--- config.mk ---
export PLATFORM = sky130hd
export DESIGN_NAME = n_clic_ret
export DESIGN_NICKNAME = d
export VERILOG_FILES = /design/src/rtl/n_clic_ret.sv
export SDC_FILE = /design/constraint.sdc
export NUM_CORES = 1
export LEC_CHECK = 0
export CAP_MARGIN = 20
export CORE_UTILIZATION = 30
export CTS_CLUSTER_SIZE = 40
export DETAILED_ROUTE_END_ITERATION = 10
export DONT_BUFFER_PORTS = 1
export HOLD_SLACK_MARGIN = 0.06
export PLACE_DENSITY = 0.5
export SLEW_MARGIN = 20
export SYNTH_ARGS = -nofsm -noshare
export SYNTH_HDL_FRONTEND = slang
export SYNTH_SLANG_ARGS = --single-unit
--- constraint.sdc ---
create_clock -name clk -period 8 [get_ports clk]
set_input_delay 0.8 -clock clk [delete_from_list [all_inputs] [get_ports clk]]
set_output_delay 0.8 -clock clk [all_outputs]
set_load 0.01 [all_outputs]
--- src/rtl/n_clic_ret.sv ---
// Interrupt return stack for n_clic: saves {return PC, threshold} on entry and
// restores both when the fetch PC reaches the magic exit address.
module n_clic_ret #(
  parameter int IMemAddrWidth = 10,
  parameter int AddrWidth     = IMemAddrWidth,
  parameter int PrioWidth     = 3,
  parameter int Depth         = 8,
  parameter logic [AddrWidth-1:0] ExitAddr = {AddrWidth{1'b1}}
) (
  input  logic                   clk,
  input  logic                   reset,
  input  logic                   push,
  input  logic [AddrWidth-1:0]   push_pc,
  input  logic [PrioWidth-1:0]   push_thresh,
  input  logic [AddrWidth-1:0]   pc_in,
  input  logic [AddrWidth-1:0]   pc_next_in,
  output logic [AddrWidth-1:0]   pc_out,
  output logic                   restore_valid,
  output logic [PrioWidth-1:0]   thresh_restore,
  output logic [$clog2(Depth):0] level,
  output logic                   full,
  output logic                   empty,
  output logic                   overflow,
  output logic                   underflow,
  input  logic                   clr_err
);

  localparam int IdxWidth   = $clog2(Depth);
  localparam int LevelWidth = IdxWidth + 1;

  logic [AddrWidth-1:0]  stack_pc     [Depth];
  logic [PrioWidth-1:0]  stack_thresh [Depth];

  logic                  exit;
  logic [LevelWidth-1:0] level_dec;
  logic [IdxWidth-1:0]   top_idx;
  logic [IdxWidth-1:0]   wr_idx;
  logic                  do_push;
  logic                  do_pop;
  logic                  set_ovf;
  logic                  set_unf;

  assign exit      = (pc_in == ExitAddr);
  assign full      = (level == LevelWidth'(Depth));
  assign empty     = (level == {LevelWidth{1'b0}});
  assign level_dec = level - LevelWidth'(1);
  assign top_idx   = level_dec[IdxWidth-1:0];
  assign wr_idx    = level[IdxWidth-1:0];

  // Cycle classification and the zero-latency PC / threshold override.
  always_comb begin
    pc_out        = pc_next_in;
    restore_valid = 1'b0;
    do_push       = 1'b0;
    do_pop        = 1'b0;
    set_ovf       = 1'b0;
    set_unf       = 1'b0;
    if (empty) begin
      thresh_restore = {PrioWidth{1'b0}};
    end else begin
      thresh_restore = stack_thresh[top_idx];
    end
    case ({push, exit})
      2'b10: begin
        if (full) begin
          set_ovf = 1'b1;
        end else begin
          do_push = 1'b1;
        end
      end
      2'b01: begin
        if (empty) begin
          set_unf = 1'b1;
        end else begin
          do_pop        = 1'b1;
          pc_out        = stack_pc[top_idx];
          restore_valid = 1'b1;
        end
      end
      // Tail-chain: the original return context stays on top untouched.
      2'b11: begin
        if (empty) begin
          set_unf = 1'b1;
        end else begin
          set_unf = 1'b0;
        end
      end
      default: begin
        do_push = 1'b0;
      end
    endcase
  end

  // Nesting level and sticky error flags; a new error beats clr_err.
  always_ff @(posedge clk or negedge reset) begin
    if (!reset) begin
      level     <= {LevelWidth{1'b0}};
      overflow  <= 1'b0;
      underflow <= 1'b0;
    end else begin
      if (do_push) begin
        level <= level + LevelWidth'(1);
      end else if (do_pop) begin
        level <= level_dec;
      end
      overflow  <= set_ovf | (overflow  & ~clr_err);
      underflow <= set_unf | (underflow & ~clr_err);
    end
  end

  // Context storage; contents are meaningless above the current level.
  always_ff @(posedge clk) begin
    if (do_push) begin
      stack_pc[wr_idx]     <= push_pc;
      stack_thresh[wr_idx] <= push_thresh;
    end
  end

endmodule

==> load_flow_metrics.sql <==
INSERT INTO impl_metrics (metric_group, metric, value, unit) VALUES
('status', 'outcome', 'completed', ''),
('floorplanning', 'floorplan.die.width', '126', 'µm'),
('setup_path', 'worst-path-buf-inv', '2', ''),
('clocking', 'cts_resized', '0', ''),
('placement', 'dpl.cell_count', '421', ''),
('synth', 'netlist.top_cell.by_area', 'edfxtp_1', ''),
('synth', 'synth.cell_area', '4620', 'µm²'),
('synth', 'synth_compound_gate_area_share', '0.0501', ''),
('synth', 'yosys.cell_count.top_type', 'edfxtp_1', ''),
('floorplanning', 'count_of_standard_cell_rows', '45', ''),
('synth', 'synth_ff_type', 'edfxtp_1', ''),
('drt', 'routed-via-count', '2171', ''),
('sta', 'max-slew-margin-rel', '0.306', ''),
('cells_and_area', 'antenna_fix_cells', '0', ''),
('drt', 'first_pass_detailed_route_iteration_total', '4', ''),
('drt', 'drc', '0', ''),
('floorplanning', 'die_h', '126', 'µm'),
('global_routing', 'grt_first_pass_wirelength', '14200', 'µm'),
('global_routing', 'grt_usage', '0.123', ''),
('drt', 'detail-route-antenna-nets', '0', ''),
('synth', 'synth_simple_gate_area_frac', '0.0471', ''),
('synth', 'async_reset_ff_frac', '0.0545', ''),
('synth', 'combinational_family_with_the_most_area_after_synthesis', 'multiplexers', ''),
('cells_and_area', 'fraction_of_final_layout_cells_with_drive_strength_greater_than_1', '0.297', ''),
('synth', 'yosysSeqAreaShare', '0.708', ''),
('sta', 'worst_slew_pin_slew', '1.04', 'ns'),
('drt', 'drt-initial-drc-count', '100', ''),
('drt', 'detail_routed_via_count_per_cell', '4.97', ''),
('setup_path', 'critPathTopFamily', 'flip-flops', ''),
('global_routing', 'first_global_vias', '2263', ''),
('synth', 'yosys.area_share.adder', '0.00541', ''),
('clocking', 'cts_hold_buffers', '0', ''),
('setup_path', 'cpPeakStageDelay', '0.85', 'ns'),
('synth', 'synth.avg_cell_area', '19.2', 'µm²'),
('clocking', 'ctsLongestPathBuffers', '2', ''),
('sta', 'final_period_minus_worst_setup_slack', '3.98', 'ns'),
('sta', 'rsz0062_at_grt', 'no', ''),
('power', 'power_per_cell_area', '348', 'nW/µm²'),
('cells_and_area', 'finish.cell_count_without_fillers', '437', ''),
('sta', 'drv_slew', '0', ''),
('setup_path', 'critical_path_class', 'reg -> out', ''),
('synth', 'yosys.cell_types.count', '39', ''),
('synth', 'synth-edff-count', '104', ''),
('clocking', 'tritoncts_clock_tree', 'built', ''),
('global_routing', 'grt_antenna_before_repair', '0', ''),
('drt', 'route.final.wire_length', '9360', 'µm'),
('setup_path', 'cp-end-kind', 'primary output', ''),
('job', 'maxCapViolCount', '0', ''),
('sta', 'timing.final.setup_violations', '0', ''),
('drt', 'post_drt_wl_per_cell', '21.4', 'µm'),
('synth', 'multiplexer_share_of_the_synthesized_area', '0.157', ''),
('clocking', 'cts-buffers-inserted', '9', ''),
('synth', 'ys_seq_elements', '110', ''),
('min_path', 'hold_class', 'in -> async', ''),
('clocking', 'insertion_delay', '0.34', 'ns'),
('floorplanning', 'die_area', '15900', 'µm²'),
('synth', 'synth_top_area_share', '0.675', ''),
('power', 'vdd_ir_drop_max', '0.000126', 'V'),
('cells_and_area', 'areaGrowthSynthToFinish', '10.8', '%'),
('floorplanning', 'area_of_the_core', '15100', 'µm²'),
('synth', 'synthXorXnorAreaFrac', '0.00731', ''),
('clocking', 'cts.root.buffer_cell', 'clkbuf_16', ''),
('global_routing', 'grt_max_degree', '32', ''),
('clocking', 'path_clk_slew', '0.07', 'ns'),
('setup_path', 'worst-path-max-fanout', '31', ''),
('global_routing', 'overflow', '0', ''),
('setup_path', 'timing.critical_path.required', '7.20', 'ns'),
('synth', 'postSynthCellCount', '241', ''),
('setup_path', 'crit_arrival', '3.18', 'ns'),
('placement', 'port_buffers', '0', ''),
('cells_and_area', 'nNetsFinal', '283', '');
-- per-stage QoR --
stage                     hold slack (ns)   util  total power (W)  setup WS [ns]  cell area [µm²]
after floorplan                     0.504      -          0.00125           4.99             4620
after global placement              0.505  0.319          0.00140           4.00             4830
after detailed placement            0.505  0.319          0.00140           4.00             4830
after CTS                           0.138  0.338          0.00182           3.63             5120
after global routing                0.130  0.338          0.00189           3.76             5130
final                               0.149  0.338          0.00179           4.02             5130
-- metal layers --
metal	GRT usage	wire length, µm
met1	0.168	4310
met2	0.197	4450
met3	0.0323	516
met4	0.0298	82
met5	0	0
-- flip-flops by register name, indices dropped and copies added (netlist names) --
signal	flops
stack_pc	80
stack_thresh	24
level	4
overflow	1
underflow	1
-- cell type report --
cell class              count  area, µm²
fillers                  1414      10000
flip-flops and latches    110       3280
multi-input cells         110       1250
well taps                 188        235
clock buffers               9        225
clock inverters             7       63.8
repair buffers              6       45.0
inverters                   7       26.3
-- power breakdown --
group	internal, W	total, W	switching (W)
Clock	0.000217	0.000425	0.000207
Combinational	0.000273	0.000556	0.000283
Sequential	0.000715	0.000805	0.0000899
-- placed cells by master (no fill, tap or decap), types with 2 or more instances in the layout --
cell         n
clkbuf_16    9
ha_1         2
buf_4        6
nor3_2       2
mux2i_1     14
o21ai_1     12
o21ai_2     10
nor2_1       6
nand2b_1     3
mux4_2      26
nor2_2       4
inv_6        3
edfxtp_1   104
dfrtp_1      5
inv_1        6
o32ai_1      2
nor3b_1      2
nand2_1      5
nor3_1       2
-- worst reg2reg max path: stages, from the launching register on --
cell,delay (ns)
dfrtp_4,0.85
inv_1,0.21
ha_1,0.34
nand3b_1,0.19
o311ai_2,0.19
nand2b_1,0.27
nor2_2,0.84
-- path summary, 6_finish.rpt --
path | from | end | slack, ns | depth (start not counted)
worst max-delay path | level[0] | pc_out[6] | 4.02 | 6
worst min-delay path | reset | underflow | 0.15 | 0
worst max register to register | level[0] | stack_pc[4][0] | 4.72 | 6
worst min register to register | overflow | overflow | 0.58 | 2
max in group asynchronous | reset | level[0] | 7.77 | 0
min in group clk | clr_err | underflow | 0.55 | 1
-- kinds of logic after synthesis --
logic type               count (synthesis)
AND/OR/NAND/NOR                         34
flip-flops                             110
AO/OA/AOI/OAI                           31
buffers and inverters                   21
XOR/XNOR                                 3
multiplexers                            40
adder cells (fa/ha/maj)                  2
(Power assumes the default switching activity.)
